### src/rtl/mem_arb_pkg.sv
// Shared definitions for the unified I/D memory arbiter: state encoding and
// the default starvation limit.
package mem_arb_pkg;

    localparam logic [1:0] ST_IDLE  = 2'd0;
    localparam logic [1:0] ST_FETCH = 2'd1;
    localparam logic [1:0] ST_DATA  = 2'd2;
    localparam logic [1:0] ST_DONE  = 2'd3;

    typedef enum logic [1:0] {
        IDLE  = ST_IDLE,
        FETCH = ST_FETCH,
        DATA  = ST_DATA,
        DONE  = ST_DONE
    } arb_state_t;

    localparam int STARVE_MAX_DEFAULT = 4;

endpackage

### src/rtl/sat_counter.sv
// Saturating up-counter used for the arbiter's stall-cycle statistics.
module sat_counter #(
    parameter int WIDTH = 32
) (
    input  logic             clk,
    input  logic             reset,
    input  logic             inc,
    output logic [WIDTH-1:0] count
);

    localparam logic [WIDTH-1:0] ONE = {{(WIDTH-1){1'b0}}, 1'b1};

    always_ff @(posedge clk) begin
        if (!reset) begin
            count <= '0;
        end else if (inc && (count != '1)) begin
            count <= count + ONE;
        end
    end

endmodule

### src/rtl/mem_arbiter.sv
// Shares one single-port memory between instruction fetch and data access.
// Data wins by default; a starvation limit forces a fetch. Optional stall
// statistics are built when MEM_ARB_PERF_EN is defined.
//
//   state | meaning
//   IDLE  | arbitrate between if_req and dm_req
//   FETCH | fetch access in flight, waiting for mem_ack
//   DATA  | data access in flight, waiting for mem_ack
//   DONE  | owner's valid pulse; requests not evaluated
module mem_arbiter
    import mem_arb_pkg::*;
#(
    parameter int WIDTH      = 32,
    parameter int STARVE_MAX = STARVE_MAX_DEFAULT
) (
    input  logic             clk,
    input  logic             reset,
    input  logic             if_req,
    input  logic [WIDTH-1:0] if_addr,
    output logic [WIDTH-1:0] if_rdata,
    output logic             if_valid,
    output logic             stall_if,
    input  logic             dm_req,
    input  logic             dm_we,
    input  logic [WIDTH-1:0] dm_addr,
    input  logic [WIDTH-1:0] dm_wdata,
    output logic [WIDTH-1:0] dm_rdata,
    output logic             dm_valid,
    output logic             stall_dm,
    output logic             mem_req,
    output logic             mem_we,
    output logic [WIDTH-1:0] mem_addr,
    output logic [WIDTH-1:0] mem_wdata,
    input  logic             mem_ack,
    input  logic [WIDTH-1:0] mem_rdata,
    output logic [WIDTH-1:0] fetch_wait_cnt,
    output logic [WIDTH-1:0] data_wait_cnt
);

    localparam logic [3:0] STARVE_LIM = 4'(STARVE_MAX);

    arb_state_t state, state_nxt;
    logic [3:0] starve_cnt;
    logic       grant_dm;
    logic       grant_if;

    always_comb begin
        state_nxt = state;
        grant_dm  = 1'b0;
        grant_if  = 1'b0;
        case (state)
            IDLE: begin
                if (dm_req && !(if_req && (starve_cnt == STARVE_LIM))) begin
                    grant_dm  = 1'b1;
                    state_nxt = DATA;
                end else if (if_req) begin
                    grant_if  = 1'b1;
                    state_nxt = FETCH;
                end
            end
            FETCH, DATA: begin
                if (mem_ack) state_nxt = DONE;
            end
            DONE:    state_nxt = IDLE;
            default: state_nxt = IDLE;
        endcase
    end

    always_ff @(posedge clk) begin
        if (!reset) state <= IDLE;
        else        state <= state_nxt;
    end

    assign mem_req  = (state == FETCH) || (state == DATA);
    assign stall_if = if_req && !if_valid;
    assign stall_dm = dm_req && !dm_valid;

    always_ff @(posedge clk) begin
        if (!reset) begin
            mem_we     <= 1'b0;
            mem_addr   <= '0;
            mem_wdata  <= '0;
            if_rdata   <= '0;
            dm_rdata   <= '0;
            if_valid   <= 1'b0;
            dm_valid   <= 1'b0;
            starve_cnt <= 4'd0;
        end else begin
            if_valid <= (state == FETCH) && mem_ack;
            dm_valid <= (state == DATA) && mem_ack;
            if (grant_dm) begin
                mem_we     <= dm_we;
                mem_addr   <= dm_addr;
                mem_wdata  <= dm_wdata;
                starve_cnt <= if_req ? starve_cnt + 4'd1 : 4'd0;
            end else if (grant_if) begin
                mem_we     <= 1'b0;
                mem_addr   <= if_addr;
                starve_cnt <= 4'd0;
            end
            if ((state == FETCH) && mem_ack) if_rdata <= mem_rdata;
            // a completing write must not disturb the last load result
            if ((state == DATA) && mem_ack && !mem_we) dm_rdata <= mem_rdata;
        end
    end

`ifdef MEM_ARB_PERF_EN
    sat_counter #(.WIDTH(WIDTH)) u_fetch_wait (
        .clk   (clk),
        .reset (reset),
        .inc   (stall_if),
        .count (fetch_wait_cnt)
    );

    sat_counter #(.WIDTH(WIDTH)) u_data_wait (
        .clk   (clk),
        .reset (reset),
        .inc   (stall_dm),
        .count (data_wait_cnt)
    );
`else
    assign fetch_wait_cnt = '0;
    assign data_wait_cnt  = '0;
`endif

endmodule

### config.mk
export PLATFORM = sky130hd
export DESIGN_NAME = mem_arbiter
export DESIGN_NICKNAME = d
export VERILOG_FILES = /design/src/rtl/mem_arb_pkg.sv /design/src/rtl/sat_counter.sv /design/src/rtl/mem_arbiter.sv
export SDC_FILE = /design/constraint.sdc
export NUM_CORES = 1
export LEC_CHECK = 0
export CELL_PAD_IN_SITES_DETAIL_PLACEMENT = 0
export CELL_PAD_IN_SITES_GLOBAL_PLACEMENT = 1
export CORE_MARGIN = 2
export CORE_UTILIZATION = 29
export DETAILED_ROUTE_END_ITERATION = 8
export PLACE_DENSITY_LB_ADDON = 0.1
export SYNTH_ARGS = -nofsm -noshare
export SYNTH_HDL_FRONTEND = slang
export SYNTH_SLANG_ARGS = --single-unit
### constraint.sdc
create_clock -name clk -period 5.3 [get_ports clk]
set_clock_uncertainty 0.2 [all_clocks]
set_input_delay 1.06 -clock clk [delete_from_list [all_inputs] [get_ports clk]]
set_output_delay 1.06 -clock clk [all_outputs]
set_load 0.02 [all_outputs]
======== Yosys cells after proc, flatten, opt, wreduce, memory -nomap -nowiden ========
Index checks and enable logic that the tools add are counted.
storage, ports and cells
  bits in registers ....................... 137
  bits in latches ......................... 0
  memory bits (writable) .................. 0
  ROM bits ................................ 0
  input port bits ......................... 134
  output and inout port bits .............. 198
  logic and storage cells ................. 48
  memories kept ........................... 0
operators by class
  add/subtract/negate cells ............... 1
  multiply operators ...................... 0
  divide/modulo/power cells ............... 0
  order comparisons ....................... 0
  eq/ne operators ......................... 6
  shift-type cells ........................ 0
  mux-type cells .......................... 16
  bitwise operators ....................... 0
  reduce and logical (&&, ||, !) cells .... 16
operator list
  operator                                                         count
  32-bit 2-to-1 mux                                                2
  4-bit 2-to-1 mux                                                 3
  1-bit logical AND                                                7
  1-bit 2-to-1 mux                                                 7
  2-bit 2-to-1 mux                                                 3
  2-bit case mux with 3 select lines                               1
  4-bit by 1-bit adder with 4-bit output, second input constant    1
  2-bit == test, second input constant                             2
  4-bit by 3-bit == test with 1-bit output, second input constant  1
  1-bit zero test                                                  4
  3-bit inequality test, second input constant                     1
  2-bit by 1-bit == test with 1-bit output, second input constant  1
  2-bit zero test                                                  1
  2-bit inequality test, second input constant                     1
  2-bit AND reduction                                              1
  2-bit nonzero test                                               1
  2-bit OR reduction                                               1
  1-bit logical OR                                                 1

======== Depth between registers and ports, before layout ========
  depth in word-level cells ............... 8
  gate-level depth with buffers ........... 8
  gate-level depth less buffers ........... 5

======== Worst setup path after synthesis ========
OpenSTA, ideal clock, no wires.
  path type ............................... input to output
  start point ............................. in dm_req
  end point ............................... out stall_dm
  arrival time ............................ 1.830 ns
  setup slack ............................. 2.210 ns
  stages on the path ...................... 3
  path through ............................ buf_4 > clkbuf_1 > nor2b_1
between the ends
  longest elaborated chain between the ends .. 1
RTL lines
  element            RTL line           RTL
  from (decl)        mem_arbiter.sv:23  input logic dm_req,
  1-bit logical AND  mem_arbiter.sv:76  assign stall_dm = dm_req && !dm_valid;
  to (decl)          mem_arbiter.sv:29  output logic stall_dm,
No other way between the ends.

======== Worst setup path in the final report ========
  start point ............................. in if_req
  end point ............................... out stall_if
between the ends
  longest elaborated chain between the ends .. 1
RTL lines
  element            RTL line           RTL
  from (decl)        mem_arbiter.sv:18  input logic if_req,
  1-bit logical AND  mem_arbiter.sv:75  assign stall_if = if_req && !if_valid;
  to (decl)          mem_arbiter.sv:22  output logic stall_if,
No other way between the ends.

==> flow_summary.ini <==
[outcome]
run_status = complete, no violations

[final_layout]
most-common-layout-cells = clkdlybuf4s50_1 (267), dfxtp_1 (137), nand2_1 (134), a21oi_1 (101), conb_1 (64)
multi_input_area_sq_um = 2680
layout_commonest_cell = clkdlybuf4s50_1
drive_above_1_share_pct = 4.95
final_area_sq_um = 9170
n_fill_cell = 2025
area_growth_pct = 51.8
finalNetCount = 1076
register_area_sq_um = 2740

[worst_hold_path]
hold_class = flip-flop to flip-flop
holdPathStages = 2
min_to = dm_rdata[4]$_SDFFE_PN0P_
hp-start = dm_rdata[4]$_SDFFE_PN0P_

[sta]
min_period_ps = 3810
setup_violations = 0
hold-worst-slack_ps = 252
fmax_ghz = 0.263
final-max-slew-violation-count = 0
hold_viol = 0
worst-slew-pin-transition_ps = 1080
rsz0062_at_grt = no
relSlewSlack_pct = 28.0
setup_tns_ps = 0
fin_crit_sh_pct = 71.8

[clocking]
cts_tree = done
clk_pin_slew_ps = 60
cts_resized = 0
cts_setup_buffers = 0
cts_inserted_buffers = 17
cts_num_sinks = 137
cts.htree.levels = 4
root_buffer = clkbuf_16
clock_path_buffers = 2
postCtsHoldBufs = 0
clk_latency_ps = 410

[logic_synthesis]
synth_top_area_share_pct = 45.4
ys_seq_elements = 137
yosys.area.top_type = dfxtp_1
synthMuxAreaShare_pct = 0
ys_seq_area_share_pct = 45.4
yosys.area_share.simple_pct = 18.0
synth_top_family_by_area = compound AO/OA/AOI/OAI gates
synth_cell_types = 35
ys_warn_count = 0
synth_compound_area_share_pct = 21.2
synthTopCellsByArea = dfxtp_1 (45%), buf_4 (9.1%), a21oi_1 (8.4%), nand2_1 (8.3%), a32o_1 (5.3%)
avgSynthCellArea_sq_um = 8.59
synthAdderAreaFrac_pct = 1.04
synth_area_sq_um = 6040
synth_cells = 703
synth_xor_area_share_pct = 0

[grt]
grt_pass1_wl_microns = 29900
track_usage_pct = 17.2
grt_max_degree = 61
grt_overflow = 0
grt_pass1_vias = 5572
antenna_found_initial = 1

[setup_path]
reg2reg_from = state[0]$_SDFFE_PN0P_
cp-start-kind = primary input
path_buf_inv = 2
cpMaxStageDelayCell = clkdlybuf4s50_1
reg2reg_to = starve_cnt[1]$_SDFFE_PN0P_
max_stage_delay_ps = 710
arrival_ps = 2550
crit_family = buffers and inverters
worstRegToRegCells = 6
worstSetupPathDepth = 3
crit_fanout = 10
crit_path_end_kind = output port
r2r_slack_ps = 2910
critical_path_class = primary input to output port
cp_cell_sequence = clkdlybuf4s50_1, nor2b_1, clkdlybuf4s50_1
crit_required_ps = 4040
path_common_cell = clkdlybuf4s50_1

[power]
ir_drop_mv = 0.226
power_density_nw_per_um2 = 424
p_leak_nw = 3.39

[floorplanning]
die_x_microns = 148
die-area_sq_um = 22000
initial_core_util_pct = 29.6
core-area_sq_um = 20400
io_pins = 332
num_rows = 52
die_h_microns = 148

[placed_design]
portBuffers = 267
placed_area_sq_um = 8530
dp.final_hpwl_microns = 13500
gp_routability_congestion = 0.758

[detailed_routing]
drc = 0
routed_wl_microns = 19900
antenna_left = 0
firstDrtPassIters = 4
drt_iter0_markers = 255
avgViaCountPerCell = 4.68
num_vias = 5714
wl_per_cell_microns = 16.3

[run]
maxCapViolCount = 0
layer usage:
| layer | wire [microns] | track usage, % |
|---|---|---|
| met2 | 9440 | 28.9 |
| met4 | 502 | 7.00 |
| met1 | 8320 | 20.1 |
| met3 | 1640 | 5.95 |
| met5 | 0 | 0 |
worst max-delay path by stage:
stage	startpoint	endpoint	slack [ps]
after floorplan	dm_req	stall_dm	2210
after detailed placement	if_req	stall_if	1470
after global routing	if_req	stall_if	1410
final	if_req	stall_if	1490
after CTS	if_req	stall_if	1470
after global placement	if_req	stall_if	1460
state kept, by name, summed over array words and instances, names as in the netlist:
| register | count |
|---|---|
| dm_rdata | 32 |
| dm_valid | 1 |
| if_rdata | 32 |
| if_valid | 1 |
| mem_addr | 32 |
| mem_wdata | 32 |
| mem_we | 1 |
| starve_cnt | 4 |
| state | 2 |
power by group:
part           internal, mW  total (mW)  switching, mW
clock network         0.806        1.27          0.468
registers              1.20        1.29         0.0892
logic                 0.581        1.32          0.736
total                  2.59        3.88           1.29
synthesized netlist by cell type (all sizes together):
library cell  instances
a32oi                 1
dfxtp               137
nand3b               34
nor2b                 3
buf                 101
clkbuf               25
nand2b                1
nor2                  4
a211oi                1
conb                  1
or4b                  1
nand3                35
nand4                 3
a311oi                1
and3                  1
nand4b                1
or3b                  2
and4b                 1
inv                   5
and2                  3
a31oi                 2
and3b                 2
nand2               134
a41o                  1
a21o                 32
a21oi               101
o21ai                33
ha                    5
a32o                 32
cell families (layout without fill, tap and decap cells):
| kind of cell | count (synthesis) | after routing |
|---|---|---|
| compound gates | 204 | 204 |
| fa+ha+maj | 5 | 5 |
| buf+inv | 131 | 315 |
| flops | 137 | 137 |
| other cells | 1 | 65 |
| simple gates | 225 | 225 |
tightest hold or removal path: cells and delay by family (launching register included):
family	cells	cell delay (ps)
simple gates	1	50
flops	1	300
compound gates	1	50
area by class of cell:
class | instances | area share, %
timing repair buffer | 278 | 30.1
sequential | 137 | 29.9
multi-input combinational | 498 | 29.2
clock buffer | 19 | 4.83
tap | 270 | 3.69
clock inverter | 13 | 2.07
inverter | 5 | 0.218
antenna | 1 | 0.0273
metrics by stage:
| stage | setup WS (ps) | utilization, % | power, mW | std cells |
|---|---|---|---|---|
| after floorplan | 2210 | - | 2.12 | 766 |
| after global placement | 1460 | 41.9 | 2.61 | 1188 |
| after detailed placement | 1470 | 41.9 | 2.65 | 1188 |
| after CTS | 1470 | 45.0 | 3.94 | 1220 |
| after global routing | 1410 | 45.0 | 4.08 | 1221 |
| final | 1490 | 45.0 | 3.88 | 1221 |
No activity file was read; power rests on OpenSTA's default activity.
==> patch 1: new RTL, same flow settings <==
Set the parameter `WIDTH` to 16 (it was 32).
--- a/src/rtl/mem_arbiter.sv
+++ b/src/rtl/mem_arbiter.sv
@@ -12,3 +12,3 @@
 #(
-    parameter int WIDTH      = 32,
+    parameter int WIDTH      = 16,
     parameter int STARVE_MAX = STARVE_MAX_DEFAULT
Ports: changed (10 resized); port bits go from 332 to 172. No check against the original RTL was run, so the function may have changed too.
==> patch 1 against the unedited design <==
- wire length fell by 51%
- sequential cell count is 64 lower
- total power down 48%
- core utilization decreased by 1.4 points
- global-route usage is 1.7 points lower
- combinational power fell by 45%
- hold slack improved by 0.0011 ns
- setup slack worse by 0.14 ns
- final cell count shrank 47%
- area after synthesis decreased by 45%
- sequential share of layout area down 0.20 points
- final area fell by 46%
==> patch 1: results (changes against the unedited design) <==
GRT
  • Grt met3 use: 6.12% (was 5.95%)
  • First-pass GRT wire length: 15400 um (was 29900 um)
  • All-Layer GR Usage: 15.5% (was 17.2%)
  • Largest net degree at the start of global routing: 57 (was 61)
  • Met2 Usage GRT: 25.6% (was 28.9%)

Drt
  • Routed wl met2: 4560 um (was 9440 um)
  • Vias: 3012 (was 5714)
  • Metal3 WL: 711 um (was 1640 um)
  • Starting DRT DRC Count: 148 (was 255)
  • Pre-Repair DR Iteration Count: 5 (was 4)
  • Final WL: 9660 um (was 19900 um)

Clock tree
  • CTS Buf Count: 9 (was 17)
  • H-tree lvl count: 3 (was 4)
  • Clock sink count: 73 (was 137)
  • Skew-Pair Late Insertion Delay: 0.33 ns (was 0.41 ns)

Final layout
  • Clkbuf count: 10 (was 19)
  • N_diodes: 0 (was 1)
  • Layout Nets: 579 (was 1076)
  • Non-clk bufs: 142 (was 278)
  • Share of layout cells above drive strength 1: 5.30% (was 4.95%)
  • Area occupied by multi-input gates: 1540 um2 (was 2680 um2)
  • Final Util: 43.6% (was 45.0%)

Placed design
  • Placement Cell Area: 4610 um2 (was 8530 um2)
  • DP Wirelength: 6360 um (was 13500 um)

Critical path
  • R2R depth: 5 (was 6)

Synth
  • Top cells by count, synth: dfxtp_1 (73), nand2_1 (70), a21oi_1 (50), buf_4 (37) (was dfxtp_1 (137), nand2_1 (134), a21oi_1 (101), buf_4 (73))
  • Area contributors post-synth: dfxtp_1 (44%), buf_4 (8.4%), nand2_1 (7.9%) (was dfxtp_1 (45%), buf_4 (9.1%), a21oi_1 (8.4%))
  • Post-synthesis cell count: 382 (was 703)
  • Synth cell types: 39 (was 35)

Run status
  • Status: completed (unchanged)

Power and ir drop
  • Leakage: 1.80 nW (was 3.39 nW)
==> patch 1: final timing paths <==
path                       from          end  slack (ns)
setup reg to reg  starve_cnt[0]  mem_addr[9]        3.10
hold / removal      dm_rdata[0]  dm_rdata[0]        0.25
setup / recovery         if_req     stall_if        1.35
hold reg to reg     dm_rdata[0]  dm_rdata[0]        0.25
==> patch 1: critical path, cell delays in order <==
cell and delay (ns):
clkdlybuf4s50_1 0.80, nor2b_1 0.19, clkdlybuf4s50_1 0.63
==> patch 1: cell families (layout without fill, tap and decap cells) <==
kind of cell	count (synthesis)	count (layout)	synth area share, %
adder cells (fa/ha/maj)	5	5	1.89
buffers and inverters	67	163	13.1
AND/OR/NAND/NOR	129	129	19.8
AO/OA/AOI/OAI	107	107	21.0
flip-flops	73	73	44.0
other	1	32	0.113
==> patch 1: report_power, final <==
| group | switching, mW | leakage [nW] | internal [mW] |
|---|---|---|---|
| registers | 0.0478 | 0.596 | 0.642 |
| clock network | 0.240 | 0.145 | 0.378 |
| logic | 0.405 | 1.06 | 0.324 |
==> patch 2: new RTL, same flow settings <==
Without the edit above. Compare `starve_cnt` against `STARVE_LIM` with >= in place of ==.
--- a/src/rtl/mem_arbiter.sv
+++ b/src/rtl/mem_arbiter.sv
@@ -52,3 +52,3 @@
             IDLE: begin
-                if (dm_req && !(if_req && (starve_cnt == STARVE_LIM))) begin
+                if (dm_req && !(if_req && (starve_cnt >= STARVE_LIM))) begin
                     grant_dm  = 1'b1;
Function: no difference found for any inputs over 10 cycles, from zero or initial values and one cycle with reset low; that may be too few to reach the edited logic, so the function may still have changed.
==> patch 2 against the unedited design <==
- area after synthesis is 2.1% lower
- critical path depth is 1 higher
- setup slack worse by 0.096 ns
- sequential cell count stayed put
- total power is 12% higher
- via count is 8.3% lower
- register-to-register slack worse by 0.19 ns
- wire length is 9.5% lower
- highest routed layer unchanged
- die area is 2.0% lower
- final area is 0.12% higher
==> patch 2: results (changes against the unedited design) <==
GRT
  • Largest net degree at the start of global routing: 107 (was 61)
  • Initial antenna violation count: 0 (was 1)
  • All-Layer GR Usage: 16.3% (was 17.2%)
  • Vias in the first global route: 4990 (was 5572)
  • First-pass GRT wire length: 27600 um (was 29900 um)

Synth
  • Compound-Gate Fraction of Synth Area: 16.0% (was 21.2%)
  • Synth cell types: 32 (was 35)
  • Post-synthesis cell count: 676 (was 703)
  • Synth Area in Adders: 0.847% (was 1.04%)
  • Sequential-to-total area share from yosys stat: 46.4% (was 45.4%)
  • Area contributors post-synth: dfxtp_1 (46%), nand2_1 (17%), buf_4 (9.1%) (was dfxtp_1 (45%), buf_4 (9.1%), a21oi_1 (8.4%))

Final layout
  • Fillers: 1940 (was 2025)
  • Seq/total area: 29.9% (about the same)
  • Non-clk bufs: 274 (was 278)
  • Nonclk inv count: 4 (was 5)
  • Layout Nets: 1058 (was 1076)
  • Share of layout cells above drive strength 1: 7.72% (was 4.95%)
  • Fraction of area in multi-input gates: 29.0% (was 29.2%)
  • Fraction of cell area in non-clock buffers: 29.7% (was 30.1%)
  • N_diodes: 0 (was 1)

Drt
  • Metal3 WL: 1370 um (was 1640 um)
  • Via density: 4.35 (was 4.68)
  • Pre-Repair DR Iteration Count: 5 (was 4)
  • M1 WL: 7930 um (was 8320 um)
  • Final WL: 18000 um (was 19900 um)
  • Starting DRT DRC Count: 282 (was 255)
  • Vias: 5239 (was 5714)

STA
  • Fin crit share: 73.6% (was 71.8%)
  • Max-slew headroom: 31.5% (was 28.0%)
  • Worst hold slack: 0.255 ns (was 0.252 ns)

Power and ir drop
  • Leakage: 3.68 nW (was 3.39 nW)
  • Peak supply drop: 0.000216 V (was 0.000226 V)

Critical path
  • R2R depth: 4 (was 6)
  • FF-to-FF End: mem_addr[5] (was starve_cnt[1])
  • Arrival @ worst endpoint: 2.64 ns (was 2.55 ns)

Placed design
  • DP Wirelength: 12600 um (was 13500 um)
  • Placement Cell Area: 8480 um2 (was 8530 um2)
  • Placement Setup Slack: 1.40 ns (was 1.47 ns)

Run status
  • Status: completed (unchanged)
[patch 2: cell types whose count changed in the layout (fill, tap and decap cells not counted), moves of 33 or more]
cell | unedited run | this run
a21boi_0 | 0 | 59
a21oi_1 | 101 | 0
nand2_1 | 134 | 260
mux2i_1 | 0 | 33
[patch 2: per-layer routing]
metal,vias up,track usage (%)
li1,2595,-
met1,2397,20.4
met2,219,25.8
met3,28,5.40
met4,0,7.18
met5,-,0
[patch 2: logic make-up (layout without fill, tap and decap cells)]
logic type,Yosys count,in the layout
DFF,137,137
buffers and inverters,116,310
other,1,64
muxes,33,33
and+or+nand+nor,277,277
adders and majority gates,4,4
AOI/OAI and AO/OA,108,108
[patch 2: power breakdown]
part,switching (mW),internal [mW],total (mW)
sequential,0.119,1.26,1.38
combinational,0.844,0.748,1.59
clock,0.456,0.936,1.39
total,1.42,2.95,4.37
[patch 2: worst max-delay path, cell delays in order]
cell and delay [ns]:
clkdlybuf4s50_1 0.69, inv_1 0.14, nor2_1 0.13, clkdlybuf4s50_1 0.62
